===== config.mk =====
export PLATFORM = sky130hd
export DESIGN_NAME = mips_multicycle_ctrl
export DESIGN_NICKNAME = d
export VERILOG_FILES = /design/src/rtl/mips_multicycle_ctrl.sv
export SDC_FILE = /design/constraint.sdc
export NUM_CORES = 1
export LEC_CHECK = 0
export ABC_CLOCK_PERIOD_IN_PS = 4400
export CORE_MARGIN = 1
export CORE_UTILIZATION = 49
export DETAILED_ROUTE_END_ITERATION = 10
export PLACE_DENSITY_LB_ADDON = 0.08
export SLEW_MARGIN = 30
export SYNTH_ARGS = -nofsm -noshare
export SYNTH_HDL_FRONTEND = slang
export SYNTH_SLANG_ARGS = --single-unit

===== constraint.sdc =====
create_clock -name clk -period 4.4 [get_ports clk]
set_input_delay 0.88 -clock clk [delete_from_list [all_inputs] [get_ports clk]]
set_output_delay 0.88 -clock clk [all_outputs]
set_load 0.005 [all_outputs]

===== src/rtl/mips_multicycle_ctrl.sv =====
// -----------------------------------------------------------------------------
// mips_multicycle_ctrl
//
// Main control FSM for a multi-cycle MIPS datapath with a shared ALU and a
// shared instruction/data memory. Instructions go through fetch, decode,
// execute, memory and write-back steps, one instruction at a time.
// Supported instructions: R-type, lw, sw, beq, addi and j.
// Memory accesses stall on mem_ready. A counter tracks retired instructions.
//
// Ports
//   clk           system clock; all state changes on the rising edge
//   rst_n         synchronous active-low reset
//   opcode        instruction[31:26] from the instruction register
//   mem_ready     memory completed the current read/write this cycle
//   pc_write      unconditional PC load
//   pc_write_cond PC load qualified by ALU zero (beq)
//   iord          memory address select (0 = PC, 1 = ALUOut)
//   mem_read      memory read request
//   mem_write     memory write request
//   ir_write      instruction register load
//   mem_to_reg    write-back data select (1 = memory data register)
//   reg_dst       destination register select (1 = rd, 0 = rt)
//   reg_write     register file write enable
//   alu_src_a     ALU operand A select (0 = PC, 1 = register A)
//   alu_src_b     ALU operand B select (B / 4 / imm / imm<<2)
//   alu_op        ALU operation class (add / sub / funct / addi)
//   pc_source     PC source select (ALU / ALUOut / jump target)
//   state         current state encoding, for debug
//   instr_done    pulse on the last cycle of each retired instruction
//   illegal_op    pulse in DECODE for an unsupported opcode
//   instr_count   retired-instruction count, wraps modulo 2^CNT_W
// -----------------------------------------------------------------------------
module mips_multicycle_ctrl #(
   parameter int CNT_W = 32
) (
   input  logic             clk,
   input  logic             rst_n,
   input  logic [5:0]       opcode,
   input  logic             mem_ready,
   output logic             pc_write,
   output logic             pc_write_cond,
   output logic             iord,
   output logic             mem_read,
   output logic             mem_write,
   output logic             ir_write,
   output logic             mem_to_reg,
   output logic             reg_dst,
   output logic             reg_write,
   output logic             alu_src_a,
   output logic [1:0]       alu_src_b,
   output logic [1:0]       alu_op,
   output logic [1:0]       pc_source,
   output logic [3:0]       state,
   output logic             instr_done,
   output logic             illegal_op,
   output logic [CNT_W-1:0] instr_count
);

   localparam logic [3:0] S_FETCH     = 4'd0;
   localparam logic [3:0] S_DECODE    = 4'd1;
   localparam logic [3:0] S_MEM_ADDR  = 4'd2;
   localparam logic [3:0] S_MEM_RD    = 4'd3;
   localparam logic [3:0] S_MEM_WB    = 4'd4;
   localparam logic [3:0] S_MEM_WR    = 4'd5;
   localparam logic [3:0] S_R_EXEC    = 4'd6;
   localparam logic [3:0] S_R_WB      = 4'd7;
   localparam logic [3:0] S_BRANCH    = 4'd8;
   localparam logic [3:0] S_JUMP      = 4'd9;
   localparam logic [3:0] S_ADDI_EXEC = 4'd10;
   localparam logic [3:0] S_ADDI_WB   = 4'd11;

   localparam logic [5:0] OP_RTYPE = 6'b000000;
   localparam logic [5:0] OP_LW    = 6'b100011;
   localparam logic [5:0] OP_SW    = 6'b101011;
   localparam logic [5:0] OP_BEQ   = 6'b000100;
   localparam logic [5:0] OP_ADDI  = 6'b001000;
   localparam logic [5:0] OP_J     = 6'b000010;

   logic [3:0]       state_q, state_d;
   logic [CNT_W-1:0] count_q, count_d;

   // Ungated versions of the enables that reset must suppress
   logic pc_write_raw, pc_write_cond_raw, ir_write_raw, reg_write_raw;
   logic mem_write_raw, done_raw, illegal_raw;

   always_comb begin
      state_d           = state_q;
      pc_write_raw      = 1'b0;
      pc_write_cond_raw = 1'b0;
      ir_write_raw      = 1'b0;
      reg_write_raw     = 1'b0;
      mem_write_raw     = 1'b0;
      done_raw          = 1'b0;
      illegal_raw       = 1'b0;
      iord              = 1'b0;
      mem_read          = 1'b0;
      mem_to_reg        = 1'b0;
      reg_dst           = 1'b0;
      alu_src_a         = 1'b0;
      alu_src_b         = 2'b00;
      alu_op            = 2'b00;
      pc_source         = 2'b00;

      case (state_q)
         S_FETCH: begin
            mem_read  = 1'b1;
            alu_src_b = 2'b01;
            // IR and PC+4 are only committed once the fetch really completes
            if (mem_ready) begin
               ir_write_raw = 1'b1;
               pc_write_raw = 1'b1;
               state_d      = S_DECODE;
            end
         end
         S_DECODE: begin
            alu_src_b = 2'b11;
            case (opcode)
               OP_RTYPE:     state_d = S_R_EXEC;
               OP_LW, OP_SW: state_d = S_MEM_ADDR;
               OP_BEQ:       state_d = S_BRANCH;
               OP_ADDI:      state_d = S_ADDI_EXEC;
               OP_J:         state_d = S_JUMP;
               default: begin
                  illegal_raw = 1'b1;
                  state_d     = S_FETCH;
               end
            endcase
         end
         S_MEM_ADDR: begin
            alu_src_a = 1'b1;
            alu_src_b = 2'b10;
            state_d   = (opcode == OP_LW) ? S_MEM_RD : S_MEM_WR;
         end
         S_MEM_RD: begin
            mem_read = 1'b1;
            iord     = 1'b1;
            if (mem_ready) state_d = S_MEM_WB;
         end
         S_MEM_WB: begin
            mem_to_reg    = 1'b1;
            reg_write_raw = 1'b1;
            done_raw      = 1'b1;
            state_d       = S_FETCH;
         end
         S_MEM_WR: begin
            mem_write_raw = 1'b1;
            iord          = 1'b1;
            if (mem_ready) begin
               done_raw = 1'b1;
               state_d  = S_FETCH;
            end
         end
         S_R_EXEC: begin
            alu_src_a = 1'b1;
            alu_op    = 2'b10;
            state_d   = S_R_WB;
         end
         S_R_WB: begin
            reg_dst       = 1'b1;
            reg_write_raw = 1'b1;
            done_raw      = 1'b1;
            state_d       = S_FETCH;
         end
         S_BRANCH: begin
            alu_src_a         = 1'b1;
            alu_op            = 2'b01;
            pc_write_cond_raw = 1'b1;
            pc_source         = 2'b01;
            done_raw          = 1'b1;
            state_d           = S_FETCH;
         end
         S_JUMP: begin
            pc_write_raw = 1'b1;
            pc_source    = 2'b10;
            done_raw     = 1'b1;
            state_d      = S_FETCH;
         end
         S_ADDI_EXEC: begin
            alu_src_a = 1'b1;
            alu_src_b = 2'b10;
            alu_op    = 2'b11;
            state_d   = S_ADDI_WB;
         end
         S_ADDI_WB: begin
            reg_write_raw = 1'b1;
            done_raw      = 1'b1;
            state_d       = S_FETCH;
         end
         default: state_d = S_FETCH;
      endcase
   end

   always_comb begin
      count_d = count_q;
      if (done_raw) count_d = count_q + CNT_W'(1);
   end

   always_ff @(posedge clk) begin
      if (!rst_n) begin
         state_q <= S_FETCH;
         count_q <= '0;
      end else begin
         state_q <= state_d;
         count_q <= count_d;
      end
   end

   // Architectural side effects are masked while reset is held, even when
   // reset lands in the middle of an instruction or a memory stall.
   assign pc_write      = pc_write_raw      & rst_n;
   assign pc_write_cond = pc_write_cond_raw & rst_n;
   assign ir_write      = ir_write_raw      & rst_n;
   assign reg_write     = reg_write_raw     & rst_n;
   assign mem_write     = mem_write_raw     & rst_n;
   assign instr_done    = done_raw          & rst_n;
   assign illegal_op    = illegal_raw       & rst_n;

   assign state       = state_q;
   assign instr_count = count_q;

endmodule


======== Word-level counts from Yosys, hierarchy flattened ========
Index checks and enable logic that the tools add are counted.
word-level totals
  register bits after elaboration ......... 36
  input bits .............................. 9
  logic and storage cells ................. 63
operators by class
  eq/ne operators ......................... 19
  bitwise logic cells ..................... 7
  reduce and logical (&&, ||, !) cells .... 11
  multiplexer cells ....................... 23
  add/sub/neg operators ................... 1
operators with widths
  cell                     count
  $add A32 B1 Y32 const B  1
  $pmux W4 S7              1
  $pmux W4 S5              1
  $eq A4 B3 Y1 const B     4
  $eq A4 B4 Y1 const B     4
  $eq A6 B6 Y1 const B     2
  $mux W1                  12
  $mux W4                  3
  $pmux W2 S3              2
  $eq A4 B2 Y1 const B     2
  $reduce_or A2 Y1         4
  $and A1 B1 Y1            7
  $eq A6 B2 Y1 const B     1
  $eq A6 B3 Y1 const B     1
  $eq A6 B4 Y1 const B     1
  $logic_not A6 Y1         1
  $ne A2 B2 Y1 const B     3
  $reduce_or A6 Y1         1
  $reduce_or A5 Y1         1
  $eq A4 B1 Y1 const B     1
  $logic_not A4 Y1         1
  $pmux W1 S2              2
  $pmux W2 S2              1
  $reduce_or A4 Y1         1
  3 further kinds          3

======== Logic depth before layout (Yosys ltp) ========
Gate-level depths: netlist (run 1).
  word-level depth ........................ 5
  gate-level depth with buffers ........... 7
  mapped depth without buffers ............ 6

======== Worst setup path before layout (run 1) ========
OpenSTA, ideal clock, no wires.
  path type ............................... input -> output
  start point ............................. input port mem_ready
  end point ............................... output port instr_done
  data required time ...................... 3520 ps
  stages .................................. 5
  data arrival time ....................... 2036 ps
  buffers on the path ..................... 2
  path slack .............................. 1484 ps
  cells stage by stage .................... clkbuf_1 nor4b_1 nor4_4 clkbuf_1 and2_1
on the way
  word-level cells in the longest chain between the ends .. 3
RTL lines
  element          line  text
  start, declared  39    input logic mem_ready,
  $mux W1          148   if (mem_ready) begin
  $pmux W1 S2      104   case (state_q)
  $and A1 B1 Y1    215   assign instr_done = done_raw & rst_n;
  end, declared    54    output logic instr_done,
Every way passes these cells.

======== Final worst setup path (run 1) ========
Ends and elaborated chain as after synthesis.

==> results of run 1 <==
==> worst max-delay path, delay by kind of cell <==
family | cells | cell delay (ps)
and+or+nand+nor | 3 | 790
buffers and inverters | 2 | 990
==> final cells by class <==
type | count | share of cell area, %
clock buffers | 7 | 3.38
flip-flops and latches | 36 | 25.3
multi-input cells | 211 | 45.0
repair buffers | 65 | 22.6
well taps | 50 | 2.20
inverters | 4 | 0.527
clock inverters | 1 | 1.05
==> placed cells by master (no fill, tap or decap), drive strengths merged, types with 7 or more instances in the layout <==
cell and instances:
a21boi 9, a21oi 9, and2 28, clkbuf 7, clkdlybuf4s50 62, dfxtp 36
nand2 21, nand3 21, nand4 16, nor2 21, nor3 9, nor4 7
o21ai 8, or3 7, xnor2 23
==> synthesized netlist by cell type (all sizes together), types with 3 or more instances <==
cell type | number | area [um2]
and3 | 6 | 37.5
dfxtp | 36 | 721
inv | 4 | 15.0
a21boi | 9 | 67.6
nor2b | 5 | 31.3
a21oi | 9 | 45.0
xnor2 | 23 | 201
or3 | 7 | 43.8
nand4 | 16 | 100
nand3 | 21 | 105
o21ai | 8 | 40.0
nor2 | 21 | 78.8
and2 | 28 | 175
nor4 | 7 | 58.8
xor2 | 3 | 26.3
clkbuf | 12 | 45.0
nor3 | 9 | 45.0
nand2b | 4 | 25.0
nand2 | 21 | 78.8
==> how the worst min path moves through the flow <==
stage | from | to | slack, ps | depth (start not counted)
after floorplan | instr_count[31] | instr_count[31] | 470 | 2
after global placement | instr_count[31] | instr_count[31] | 470 | 2
after detailed placement | instr_count[31] | instr_count[31] | 470 | 2
after CTS | instr_count[30] | instr_count[30] | 520 | 2
after global routing | instr_count[30] | instr_count[30] | 540 | 2
final | instr_count[27] | instr_count[27] | 510 | 2
==> cell families after synthesis <==
family	Yosys count
simple gates	149
flops	36
compound gates	33
xor+xnor	26
buf+inv	17
mux	2
fa+ha+maj	1
==> routing by layer <==
metal	global-route usage, %	share of wire [%]	wire length (um)	vias to the layer above
li1	-	-	-	1049
met1	30.4	46	2310	936
met2	38.3	47	2370	62
met3	6.51	6.3	319	5
met4	8.78	1.3	66	0
met5	0	0	0	-
==> flip-flops by register name, indices dropped and copies added (netlist names) <==
signal       count
instr_count     32
state            4
==> power groups by stage <==
| stage | logic [mW] | registers (mW) | clock network (mW) |
|---|---|---|---|
| floorplan | 0.0225 | 0.335 | 0 |
| global placement | 0.0421 | 0.337 | 0 |
| detailed placement | 0.0426 | 0.337 | 0 |
| CTS | 0.0429 | 0.329 | 0.323 |
| global route | 0.0470 | 0.330 | 0.335 |
| finish | 0.0427 | 0.330 | 0.317 |
==> per-stage QoR <==
stage | utilization, % | cell area, um2 | setup slack [ps] | power [mW] | std cells
after floorplan | - | 2070 | 1480 | 0.358 | 264
after global placement | 67.6 | 2720 | 897 | 0.379 | 366
after detailed placement | 67.6 | 2720 | 856 | 0.380 | 366
after CTS | 70.7 | 2850 | 849 | 0.695 | 374
after global routing | 70.7 | 2850 | 747 | 0.712 | 374
final | 70.7 | 2850 | 853 | 0.689 | 374
==> results.ini, run 1 <==
[yosys]
ys_seq_area_share_pct=34.9
synthFlopType=dfxtp_1
synthAdderAreaFrac_pct=0.605
ys_warn_count=0
synth_edf_count=0
synth-xor-area-share_pct=11.0
synthArstFlopShare_pct=0
synth_top_family_by_area=simple AND/OR/NAND/NOR gates
synth_cell_type_count=33
ys_ff_latch=36
synthCells=264
synth.area.mux_share_pct=0.969
synth_compound_area_share_pct=10.1
synth_area_per_cell_um2=7.83
synthesis.area_mm2=0.00207
syn-num-nets=274
synth-simple-area-share_pct=39.3

[drt]
routed_wl_um=5060
wl_per_cell_um=13.5
postRouteAntennaNets=0
firstDrtPassIters=4
viasPerCell=5.49
vias=2052
drc=0
initialDrtViolationCount=107

[pwr]
leakage_nw=0.944
p_sw_mw=0.140
pwr-share-comb_pct=6.2
switching_share_pct=20.4
p_seq_share_pct=47.8
vdd_drop_max_uv=238
pwr-share-clk_pct=46.0
internal_power_mw=0.549
power.density_mw_per_mm2=242

[clock_network]
insertion_delay_ps=290
cts_buffers=5
cts_setup_buffers=0
tritoncts=built
cts_hold_buffers=0
post_cts_resized=0
cts-root-buf=clkbuf_8
clock_path_buffers=2
clock_sinks=36
h-tree-depth=2
clk_pin_slew_worst_paths_ps=70

[sta]
setup_violations=0
slew_viol_final=0
skew_ps=8.38
max_freq_ghz=0.282
setup_tns_ps=0
worst_slew_pin_slew_ps=771
relSlewSlack_pct=48.2
rsz0062_at_grt=false
hold_ws_ps=513
final-hold-violation-count=0
final.period_utilization_pct=80.6
layout_min_cycle_time_ps=3550

[floorplan]
core_area_mm2=0.00403
die_w_um=67.0
dieHeight_um=67.0
rows=23
start_util_pct=51.3
pin_count=63
dieArea_mm2=0.00448

[critical_path]
crit_arrival_ps=2670
required_ps=3520
start_kind=input port
path_cells=clkdlybuf4s50_1 -> nor4b_1 -> nor4_4 -> and2_1 -> clkdlybuf4s50_1
cp_max_fo=9
cp_slowest_stage_delay_ps=560
worst_path_most_repeated_cell=clkdlybuf4s50_1
startpoint=mem_ready
reg2reg_slack_ps=1780
r2r-start=state[0]
endpoint_kind=primary output
rr_endpoint=instr_count[31]
crit_end=instr_done
critical_path_class=in -> out
ff2ff_path_depth=6
slowest_stage=clkdlybuf4s50_1

[global_route]
grt_pass1_wl_um=8070
first_global_vias=1780
globalRoute.totalOverflow=0
grt_usage_pct=23.9
antenna_found_initial=0
grt_start_max_net_pins=27

[finish]
num-nets-final=333
antennaDiodeCount=0
syn_to_final_growth_pct=37.8
drive_gt1_share_pct=3.70
multiInputGateArea_mm2=0.00128
fill_cells=356
ff_latch_area_um2=721

[run]
maxCapViolations=0

[status]
status=finished clean

[place]
io_buffers=62
routabilityCongestion=0.865
dpl.hpwl_um=3620

[min_path]
worstHoldPathType=reg -> reg

Power figures use the tool's default switching activity.
==> inputs of run 2 (changes only) <==
- ABC_CLOCK_PERIOD_IN_PS: 4400 -> 3100
- CORE_UTILIZATION: 49 -> 42
- clock period: 4.4 -> 3.1 ns (I/O delays scaled with it)
==> run 2 against run 1 <==
Compared with the run above: combinational power up 51%; flip-flop and latch count unchanged; clock skew increased by 2.4 ps; critical path depth grew 1; non-clock buffer count grew 6; largest power group unchanged; first-iteration DRC count increased by 14%; die area increased by 16%; utilization down 9.7 points; via count grew 2.0%; largest cell class unchanged.
==> results.ini, run 2 (synthesized netlist as in run 1, its figures left out) <==
[status]
status=finished clean  ; unchanged

[pwr]
internal_power_mw=0.679  ; was 0.549 mW
power.density_mw_per_mm2=305  ; was 242 mW/mm2
switching_share_pct=22.8  ; was 20.4%
pwr-share-clk_pct=39.5  ; was 46.0%
p_seq_share_pct=53.1  ; was 47.8%
p_total_mw=0.880  ; was 0.689 mW
leakage_nw=0.955  ; was 0.944 nW
vdd_drop_max_uv=205  ; was 238 uV
pwr-share-comb_pct=7.3  ; was 6.2%
p_sw_mw=0.201  ; was 0.140 mW

[finish]
multiInputGateArea_mm2=0.00128  ; unchanged
finalInstanceArea_mm2=0.00288  ; was 0.00285 mm2
final_common_cell=clkdlybuf4s50_1  ; unchanged
antennaDiodeCount=0  ; unchanged
fill_cells=444  ; was 356
drive_gt1_share_pct=5.15  ; was 3.70%
mostFrequentLayoutCells=clkdlybuf4s50_1, dfxtp_1, and2_1, xnor2_1  ; unchanged
ff_latch_area_um2=721  ; unchanged
syn_to_final_growth_pct=39.5  ; was 37.8%
num-nets-final=339  ; was 333
largest_register_ff_count=32  ; unchanged

[global_route]
grt_pass1_wl_um=8650  ; was 8070 um
first_global_vias=1935  ; was 1780
antenna_found_initial=0  ; unchanged
grt_usage_pct=20.6  ; was 23.9%
globalRoute.totalOverflow=0  ; unchanged
grt_start_max_net_pins=27  ; unchanged

[clock_network]
clk_pin_slew_worst_paths_ps=80  ; was 70 ps
clock_sinks=36  ; unchanged
h-tree-depth=2  ; unchanged
insertion_delay_ps=290  ; about the same
cts_hold_buffers=0  ; unchanged
cts-root-buf=clkbuf_8  ; unchanged
post_cts_resized=0  ; unchanged
tritoncts=built  ; unchanged
cts_buffers=5  ; unchanged
clock_path_buffers=2  ; unchanged
cts_setup_buffers=0  ; unchanged

[sta]
final-hold-violation-count=0  ; unchanged
worst_slew_pin_slew_ps=822  ; was 771 ps
slew_viol_final=0  ; unchanged
rsz0062_at_grt=false  ; unchanged
max_freq_ghz=0.343
layout_min_cycle_time_ps=2920
setup_violations=0  ; unchanged
relSlewSlack_pct=44.7  ; was 48.2%
skew_ps=10.8  ; was 8.38 ps
setup_tns_ps=0  ; unchanged
final.period_utilization_pct=94.0

[place]
dpl.hpwl_um=3670  ; was 3620 um
routabilityCongestion=0.887  ; was 0.865
io_buffers=62  ; unchanged
placed_area_mm2=0.00279  ; was 0.00272 mm2

[drt]
routed_wl_um=5030  ; was 5060 um
vias=2093  ; was 2052
firstDrtPassIters=4  ; unchanged
drc=0  ; unchanged
viasPerCell=5.27  ; was 5.49
initialDrtViolationCount=122  ; was 107
postRouteAntennaNets=0  ; unchanged
wl_per_cell_um=12.7  ; was 13.5 um

[critical_path]
required_ps=2480  ; was 3520 ps
critical_path_class=in -> out  ; unchanged
endpoint_kind=primary output  ; unchanged
start_kind=input port  ; unchanged
crit_arrival_ps=2300  ; was 2670 ps
cp_max_fo=4  ; was 9

[floorplan]
die_w_um=72.2  ; was 67.0 um
pin_count=63  ; unchanged
core_area_mm2=0.00472  ; was 0.00403 mm2
dieHeight_um=72.2  ; was 67.0 um
rows=25  ; was 23
start_util_pct=43.8  ; was 51.3%
dieArea_mm2=0.00521  ; was 0.00448 mm2

[run]
maxCapViolations=0  ; unchanged

[min_path]
worstHoldPathType=reg -> reg  ; unchanged

run 2: final timing paths:
check / start / to / slack [ps] / depth (start not counted)
setup / recovery: opcode[2] / illegal_op / 180 / 6
hold / removal: instr_count[31] / instr_count[31] / 500 / 2
setup reg to reg: state[2] / instr_count[31] / 610 / 6
hold reg to reg: instr_count[31] / instr_count[31] / 500 / 2
run 2: layout make-up:
cell class / count / area share [%]
clock buffers: 7 / 2.99
well taps: 67 / 2.91
multi-input cells: 211 / 44.4
repair buffers: 71 / 23.9
flip-flops and latches: 36 / 25.0
inverters: 4 / 0.521
clock inverters: 1 / 0.260
run 2: through the flow:
step | cells | hold WS (ps) | util (%) | setup WS, ps
after global placement | 389 | 473 | 59.0 | 195
after CTS | 397 | 499 | 61.0 | 183
after global routing | 397 | 542 | 61.0 | 40.4
after floorplan | 264 | 467 | - | 704
final | 397 | 504 | 61.0 | 185
after detailed placement | 389 | 489 | 59.0 | 205
run 2: critical path, cell delays in order:
cell and delay (ps):
clkdlybuf4s50_1 460, xor2_1 160, o211ai_1 210, nand3_1 100, nor4_1 190, clkdlybuf4s50_1 550
run 2: power by group through the flow:
stage               Clock [mW]  Combinational [mW]  Sequential [mW]
floorplan                    0              0.0319            0.476
global placement             0              0.0646            0.478
detailed placement           0              0.0647            0.478
CTS                      0.356              0.0650            0.468
global route             0.375              0.0706            0.468
finish                   0.348              0.0645            0.467
run 2: routing by layer:
layer  GRT usage (%)  up-vias  wire, um
li1                -     1063         -
met1            27.2      963      2390
met2            33.6       63      2300
met3            4.44        4       304
met4            6.10        0        37
met5               0        -         0
